`src/rtl/cla_word_adder_seq_pkg.sv`:
```
// ============================================================================
// Module   : cla_word_adder_seq_pkg
// Brief    : Shared FSM encodings and slice width for the sequential CLA adder.
// Revision : 1.0  initial release
// ============================================================================
`default_nettype none

package cla_word_adder_seq_pkg;

    localparam logic [1:0] ST_IDLE = 2'd0;
    localparam logic [1:0] ST_RUN  = 2'd1;
    localparam logic [1:0] ST_DONE = 2'd2;

    localparam int CLA_SLICE = 4;

endpackage

`default_nettype wire

```
`src/rtl/cla_4bit.sv`:
```
// ============================================================================
// Module   : cla_4bit
// Brief    : 4-bit carry-lookahead adder slice with group propagate/generate.
// Revision : 1.0  initial release
// ============================================================================
`default_nettype none

module cla_4bit (
    input  logic [3:0] a,
    input  logic [3:0] b,
    input  logic       cin,
    output logic [3:0] s,
    output logic       cout,
    output logic       pg,
    output logic       gg
);

    logic [3:0] w_p;
    logic [3:0] w_g;
    logic [3:0] w_c;

    assign w_p = a ^ b;
    assign w_g = a & b;

    assign w_c[0] = cin;
    assign w_c[1] = w_g[0] | (w_p[0] & cin);
    assign w_c[2] = w_g[1] | (w_p[1] & w_g[0]) | (w_p[1] & w_p[0] & cin);
    assign w_c[3] = w_g[2] | (w_p[2] & w_g[1]) | (w_p[2] & w_p[1] & w_g[0])
                  | (w_p[2] & w_p[1] & w_p[0] & cin);

    assign pg   = &w_p;
    assign gg   = w_g[3] | (w_p[3] & w_g[2]) | (w_p[3] & w_p[2] & w_g[1])
                | (w_p[3] & w_p[2] & w_p[1] & w_g[0]);
    assign cout = gg | (pg & cin);
    assign s    = w_p ^ w_c;

endmodule

`default_nettype wire

```
`src/rtl/cla_word_adder_seq.sv`:
```
// ============================================================================
// Module   : cla_word_adder_seq
// Brief    : WIDTH-bit add/sub built from one 4-bit CLA slice, one nibble/cycle.
// Revision : 1.0  initial release
// ============================================================================
`default_nettype none

module cla_word_adder_seq
    import cla_word_adder_seq_pkg::*;
#(
    parameter int WIDTH = 16
) (
    input  logic             clk,
    input  logic             rst,
    input  logic             in_valid,
    output logic             in_ready,
    input  logic [WIDTH-1:0] a,
    input  logic [WIDTH-1:0] b,
    input  logic             cin,
    input  logic             sub,
    output logic             out_valid,
    input  logic             out_ready,
    output logic [WIDTH-1:0] sum,
    output logic             cout,
    output logic             ovf,
    output logic             zero
);

    localparam int                c_NIB      = WIDTH / CLA_SLICE;
    localparam int                c_IDXW     = (c_NIB > 1) ? $clog2(c_NIB) : 1;
    localparam logic [c_IDXW-1:0] c_LAST_IDX = c_IDXW'(c_NIB - 1);

    logic [1:0]           r_state;
    logic [1:0]           w_state_next;
    logic [c_IDXW-1:0]    r_idx;
    logic [WIDTH-1:0]     r_a;
    logic [WIDTH-1:0]     r_b;
    logic                 r_carry;
    logic [WIDTH-1:0]     r_sum;
    logic                 r_cout;
    logic                 r_ovf;
    logic                 r_zero;

    logic [CLA_SLICE-1:0] w_a_nib;
    logic [CLA_SLICE-1:0] w_b_nib;
    logic [CLA_SLICE-1:0] w_s;
    logic                 w_slice_cout;
    logic                 w_slice_pg_unused;
    logic                 w_slice_gg_unused;
    logic [WIDTH-1:0]     w_sum_next;
    logic                 w_last;
    logic                 w_accept;

    assign w_a_nib  = r_a[r_idx*CLA_SLICE +: CLA_SLICE];
    assign w_b_nib  = r_b[r_idx*CLA_SLICE +: CLA_SLICE];
    assign w_last   = (r_idx == c_LAST_IDX);
    assign w_accept = in_valid && in_ready;

    cla_4bit u_slice (
        .a    (w_a_nib),
        .b    (w_b_nib),
        .cin  (r_carry),
        .s    (w_s),
        .cout (w_slice_cout),
        .pg   (w_slice_pg_unused),
        .gg   (w_slice_gg_unused)
    );

    // Sum with the current nibble merged in, so zero sees the final word.
    always_comb begin
        w_sum_next = r_sum;
        w_sum_next[r_idx*CLA_SLICE +: CLA_SLICE] = w_s;
    end

    always_ff @(posedge clk) begin
        if (rst) begin
            r_state <= ST_IDLE;
        end else begin
            r_state <= w_state_next;
        end
    end

    always_comb begin
        w_state_next = r_state;
        case (r_state)
            ST_IDLE: if (w_accept)  w_state_next = ST_RUN;
            ST_RUN:  if (w_last)    w_state_next = ST_DONE;
            ST_DONE: if (out_ready) w_state_next = ST_IDLE;
            default:                w_state_next = ST_IDLE;
        endcase
    end

    always_comb begin
        in_ready  = 1'b0;
        out_valid = 1'b0;
        case (r_state)
            ST_IDLE: in_ready  = 1'b1;
            ST_DONE: out_valid = 1'b1;
            default: ;
        endcase
    end

    // Subtraction is A + ~B + 1, so the carry register doubles as the +1.
    always_ff @(posedge clk) begin
        if (rst) begin
            r_idx   <= '0;
            r_a     <= '0;
            r_b     <= '0;
            r_carry <= 1'b0;
            r_sum   <= '0;
            r_cout  <= 1'b0;
            r_ovf   <= 1'b0;
            r_zero  <= 1'b0;
        end else begin
            case (r_state)
                ST_IDLE: begin
                    if (w_accept) begin
                        r_a     <= a;
                        r_b     <= sub ? ~b : b;
                        r_carry <= sub | cin;
                        r_idx   <= '0;
                    end
                end
                ST_RUN: begin
                    r_sum   <= w_sum_next;
                    r_carry <= w_slice_cout;
                    if (w_last) begin
                        r_idx  <= '0;
                        r_cout <= w_slice_cout;
                        r_ovf  <= (r_a[WIDTH-1] == r_b[WIDTH-1]) &&
                                  (w_s[CLA_SLICE-1] != r_a[WIDTH-1]);
                        r_zero <= (w_sum_next == '0);
                    end else begin
                        r_idx  <= r_idx + 1'b1;
                    end
                end
                default: ;
            endcase
        end
    end

    assign sum  = r_sum;
    assign cout = r_cout;
    assign ovf  = r_ovf;
    assign zero = r_zero;

endmodule

`default_nettype wire

```
`config.mk`:
```
export PLATFORM = sky130hd
export DESIGN_NAME = cla_word_adder_seq
export DESIGN_NICKNAME = d
export VERILOG_FILES = /design/src/rtl/cla_word_adder_seq_pkg.sv /design/src/rtl/cla_4bit.sv /design/src/rtl/cla_word_adder_seq.sv
export SDC_FILE = /design/constraint.sdc
export NUM_CORES = 1
export LEC_CHECK = 0
export ABC_AREA = 1
export CAP_MARGIN = 20
export CORE_MARGIN = 2
export CORE_UTILIZATION = 45
export DETAILED_ROUTE_END_ITERATION = 8
export GPL_TIMING_DRIVEN = 0
export MAX_ROUTING_LAYER = met4
export PLACE_DENSITY = 0.69
export SLEW_MARGIN = 0
export SYNTH_ARGS = -nofsm -noshare
export SYNTH_HDL_FRONTEND = slang
export SYNTH_HIERARCHICAL = 1
export SYNTH_SLANG_ARGS = --single-unit
```
`constraint.sdc`:
```
create_clock -name clk -period 5.17 [get_ports clk]
set_input_delay 0.7755 -clock clk [delete_from_list [all_inputs] [get_ports clk]]
set_output_delay 0.7755 -clock clk [all_outputs]
set_load 0.01 [all_outputs]
```
==> results of run 1 <==
==> stage by stage <==
stage / area, sq um / cells
4_1_cts: 3830 / 579
3_3_place_gp: 3760 / 574
6_report: 3830 / 579
3_5_place_dp: 3760 / 574
2_1_floorplan: 3100 / 438
5_1_grt: 3830 / 579
==> layout make-up <==
type / count / share of cell area [%]
buffer: 22 / 3.30
timing repair buffer: 56 / 14.6
inverter: 47 / 4.61
sequential: 56 / 29.3
clock buffer: 5 / 1.80
tap: 80 / 2.62
multi-input combinational: 313 / 43.7
==> power breakdown <==
group | total, mW | internal, mW | switching, mW
logic | 0.337 | 0.144 | 0.193
clock network | 0.217 | 0.0879 | 0.129
registers | 0.492 | 0.467 | 0.0249
total | 1.05 | 0.699 | 0.348
==> per-layer routing <==
metal / vias to the layer above / wire (um) / part of all wire [%] / GRT usage [%]
met2: 66 / 3800 / 51 / 37.7
li1: 1529 / - / - / -
met5: - / 0 / 0 / -
met1: 1341 / 3250 / 43 / 24.7
met4: 0 / 150 / 2.0 / 7.81
met3: 16 / 298 / 4.0 / 3.79
==> worst paths after layout <==
check,cells past startpoint,slack [ns],end
hold reg to reg,2,0.47,cout
setup / recovery,17,2.02,zero
setup reg to reg,17,2.02,zero
hold / removal,2,0.47,cout
==> registers in the layout, summed over array words and instances (netlist names) <==
name / count
r_carry: 1
r_state: 2
ovf: 1
cout: 1
r_b: 16
r_a: 16
sum: 16
r_idx: 2
zero: 1
==> worst min-delay path, cell delays in order (launching register included) <==
cell	delay, ns
dfxtp_1	0.32
nand2_1	0.06
a21oi_1	0.05
==> impl_metrics.env, run 1 <==
export IMPL_synth_avg_cell_area_sq_um=7.07
export IMPL_critPathMaxStageDelay_ns=0.50
export IMPL_whs_ns=0.470
export IMPL_firstDrtPassIters=4
export IMPL_nets=550
export IMPL_cts_hold_repair_buffers=0
export IMPL_path_clk_slew_ns=0.09
export IMPL_dpl_hpwl_mm=5.82
export IMPL_die_area_sq_um=7560
export IMPL_outcome="completed"
export IMPL_via_count=2952
export IMPL_syn_nets=487
export IMPL_cp_max_fo=12
export IMPL_groute_usage_overall_pct=21.6
export IMPL_crit_type="flop to flop"
export IMPL_min_period_ns=3.15
export IMPL_clk_path_buf_depth=2
export IMPL_path_delay_family="simple AND/OR/NAND/NOR gates"
export IMPL_fp_dieH_um=87.0
export IMPL_crit_arrival_ns=3.32
export IMPL_crit_buf_inv=3
export IMPL_drive_gt1_share_pct=8.42
export IMPL_slew_violations=0
export IMPL_yosys_warnings=6
export IMPL_grt_pass1_vias=2831
export IMPL_p_leak_nw=1.66
export IMPL_min_from="cout"
export IMPL_fin_crit_sh_pct=61.0
export IMPL_drt_total_wl_mm=7.50
export IMPL_max_slew_margin_pct=54.8
export IMPL_routed_via_density=5.10
export IMPL_mostFrequentLayoutCell="nor2_1"
export IMPL_post_cts_resize_count=0
export IMPL_maxCapViolCount=0
export IMPL_power_density_nw_per_um2=273
export IMPL_timing_final_ws_setup_ns=2.02
export IMPL_slowest_stage="dfxtp_1"
export IMPL_synth_cells=438
export IMPL_drtIter0Drc=140
export IMPL_cts_tree="done"
export IMPL_hold_path_class="flop to flop"
export IMPL_hold_violations=0
export IMPL_drc=0
export IMPL_r2r_start="r_idx[0]"
export IMPL_fmax_ghz=0.317
export IMPL_gp_congestion=0.929
export IMPL_max_slew_worst_pin_slew_ns=0.678
export IMPL_clk_latency_ns=0.30
export IMPL_ios=59
export IMPL_seq_area_sq_um=1120
export IMPL_peakVddDrop_v=0.000111
export IMPL_startpoint_type="flop"
export IMPL_crit_chain="buf_2 -> inv_1 -> buf_4 -> nor2_1 -> o22ai_1 -> ha_1 -> or2_0 -> nand2_1 -> nand3_1 -> nand2_1 -> nand3_1 -> o21ai_1 -> nor2_1 -> nand2_1 -> nor2_1 -> nand2_1 -> a21oi_1"
export IMPL_root_buffer="clkbuf_8"
export IMPL_row_count=30
export IMPL_grt_max_degree=15
export IMPL_utilization_pct=57.0
export IMPL_cts_sinks=56
export IMPL_tns_ns=0
export IMPL_start_util_pct=46.1
export IMPL_port_buffers=56
export IMPL_die_x_um=87.0
export IMPL_num_antenna_cells=0
export IMPL_core_area_sq_um=6720
export IMPL_syn_cell_area_sq_um=3100
export IMPL_p_total_mw=1.05
export IMPL_syn_to_final_growth_pct=23.5
export IMPL_postCtsSetupBuffers=0
export IMPL_endpoint_kind="flop"
export IMPL_cts_htree_levels=2
export IMPL_clock_skew_ns=0.00785
export IMPL_cts_buffers=5
export IMPL_final_setup_viol_count=0
export IMPL_multi_input_area_sq_um=1670
export IMPL_worstPathRequired_ns=5.34
export IMPL_gr_total_overflow=0
export IMPL_layout_common_cells="nor2_1, dfxtp_1, clkdlybuf4s50_1, o21ai_0, nand2_1"
export IMPL_grt_pass1_wl_mm=12.7
export IMPL_antenna_found_initial=0
export IMPL_cp_common_cell="nand2_1"
export IMPL_grt_setup_unrepaired="no"
export IMPL_ant_nets=0
export IMPL_fillers=671
export IMPL_cp_startpoint="r_idx[0]"
export IMPL_place_ws_ns=2.07
export IMPL_routedWlPerCell_um=12.9
No activity file was read; power rests on OpenSTA's default activity.
==> run 2, diff against run 1 <==
--- a/config.mk
+++ b/config.mk
@@ -12,7 +12,7 @@
 export DETAILED_ROUTE_END_ITERATION = 8
 export GPL_TIMING_DRIVEN = 0
 export MAX_ROUTING_LAYER = met4
-export PLACE_DENSITY = 0.69
+export PLACE_DENSITY = 0.71
 export SLEW_MARGIN = 0
 export SYNTH_ARGS = -nofsm -noshare
 export SYNTH_HDL_FRONTEND = slang
==> constraint.sdc (replaced) <==
create_clock -name clk -period 2.9 [get_ports clk]
set_input_delay 0.435 -clock clk [delete_from_list [all_inputs] [get_ports clk]]
set_output_delay 0.435 -clock clk [all_outputs]
set_load 0.01 [all_outputs]
==> run 2 against run 1 <==
Global-route usage fell by 0.46 points. Register-to-register slack got worse by 1.9 ns. Maximum frequency rose by 15%. Clock skew fell by 0.0011 ns.
==> impl_metrics.env, run 2 (same netlist as run 1, synthesis figures left out) <==
export IMPL_drive_gt1_share_pct=13.0
export IMPL_mostFrequentLayoutCell="nor2_1"
export IMPL_path_clk_slew_ns=0.10
export IMPL_crit_type="flop to flop"
export IMPL_route_met3_wl_um=327
export IMPL_routedWlPerCell_um=12.7
export IMPL_firstDrtPassIters=5
export IMPL_fp_dieH_um=87.0
export IMPL_worstPathRequired_ns=3.08
export IMPL_fmax_ghz=0.363
export IMPL_routed_via_density=5.11
export IMPL_dpl_instance_area_sq_um=3760
export IMPL_via_count=3033
export IMPL_startpoint_type="flop"
export IMPL_port_buffers=56
export IMPL_tns_ns=0
export IMPL_peakVddDrop_v=0.000226
export IMPL_max_slew_margin_pct=54.4
export IMPL_drt_total_wl_mm=7.57
export IMPL_maxCapViolCount=0
export IMPL_start_util_pct=46.1
export IMPL_drc=0
export IMPL_cts_tree="done"
export IMPL_syn_to_final_growth_pct=30.0
export IMPL_p_total_mw=2.00
export IMPL_root_buffer="clkbuf_8"
export IMPL_fin_crit_sh_pct=95.0
export IMPL_grt_pass1_wl_mm=12.5
export IMPL_clock_skew_ns=0.00678
export IMPL_stdcell_area_sq_um=4030
export IMPL_ios=59
export IMPL_highest_layer="met4"
export IMPL_dp_cells=574
export IMPL_drtIter0Drc=139
export IMPL_min_period_ns=2.75
export IMPL_clk_path_buf_depth=2
export IMPL_die_area_sq_um=7560
export IMPL_hold_violations=0
export IMPL_antenna_found_initial=0
export IMPL_ant_nets=0
export IMPL_max_slew_worst_pin_slew_ns=0.684
export IMPL_core_area_sq_um=6720
export IMPL_cts_hold_repair_buffers=0
export IMPL_final_setup_viol_count=0
export IMPL_place_ws_ns=-0.158
export IMPL_cts_sinks=56
export IMPL_layout_common_cells="nor2_1, clkdlybuf4s50_1, dfxtp_1, o21ai_0, nand2_1"
export IMPL_groute_usage_overall_pct=21.1
export IMPL_outcome="completed"
export IMPL_met2_length_mm=3.82
export IMPL_slew_violations=0
export IMPL_cts_buffers=5
export IMPL_cts_htree_levels=2
export IMPL_p_leak_nw=1.75
export IMPL_row_count=30
export IMPL_endpoint_kind="flop"
export IMPL_gr_total_overflow=0
export IMPL_dpl_hpwl_mm=5.67
export IMPL_hold_path_class="flop to flop"
export IMPL_clk_latency_ns=0.31
export IMPL_timing_final_ws_setup_ns=0.146
export IMPL_nets=562
export IMPL_grt_max_degree=16
export IMPL_instances_no_fill=594
export IMPL_cp_max_fo=7
export IMPL_gp_congestion=0.939
export IMPL_num_antenna_cells=0
export IMPL_crit_arrival_ns=2.93
export IMPL_met1_length_mm=3.25
export IMPL_die_x_um=87.0
export IMPL_power_density_nw_per_um2=495
export IMPL_grt_pass1_vias=2769
==> run 2: changes by cell type in the layout (fill, tap and decap cells not counted), sizes merged <==
cell      before  now
clkbuf        14   18
inv           47   45
buf           13   23
clkinvlp       0    3
==> run 2: final cells by class <==
type	instances	area, sq um
fill	627	2690
tap	80	100
inverter	47	184
timing repair inverter	1	5.00
multi-input combinational	313	1710
sequential	56	1120
clock buffer	8	90.1
timing repair buffer	67	661
buffer	22	154
==> run 2: what timing repair did <==
| action | in CTS | in global routing |
|---|---|---|
| endpoints found under the setup margin | 1 | 2 |
| pin swaps | 1 | 5 |
| buffers inserted | 0 | 10 |
| gates resized for setup | 6 | 19 |
| gates cloned | 0 | 2 |
==> run 2: power by group <==
group / internal, mW / switching (mW)
clock network: 0.196 / 0.249
logic: 0.307 / 0.367
registers: 0.833 / 0.0427
==> run 2: final timing paths <==
path | start | end | slack, ns | cells after the start
setup / recovery | r_idx[0] | zero | 0.15 | 16
hold / removal | cout | cout | 0.47 | 2
setup reg to reg | r_idx[0] | zero | 0.15 | 16
hold reg to reg | cout | cout | 0.47 | 2
==> run 2: per-stage QoR <==
step / util, % / hold slack, ns
after global routing: 60.0 / 0.487
after floorplan: - / 0.449
after detailed placement: 55.9 / 0.460
final: 60.0 / 0.470
after CTS: 57.6 / 0.473
after global placement: 55.9 / 0.458
==> run 2: layer usage <==
metal	global-route usage (%)	vias to the layer above
li1	-	1564
met3	3.32	20
met1	23.9	1351
met2	37.7	98
met5	-	-
met4	7.24	0
==> run 2: worst max-delay path, cell delays in order (launching register included) <==
cell	delay, ns
dfxtp_4	0.37
buf_8	0.13
clkinvlp_4	0.11
buf_4	0.13
clkbuf_16	0.13
nor2_1	0.03
o22ai_1	0.26
inv_1	0.10
fa_1	0.44
xnor2_2	0.21
nand3_1	0.18
o21ai_1	0.22
nor2_1	0.08
nand2_1	0.07
nor2_1	0.04
nand2_1	0.07
a21oi_1	0.06
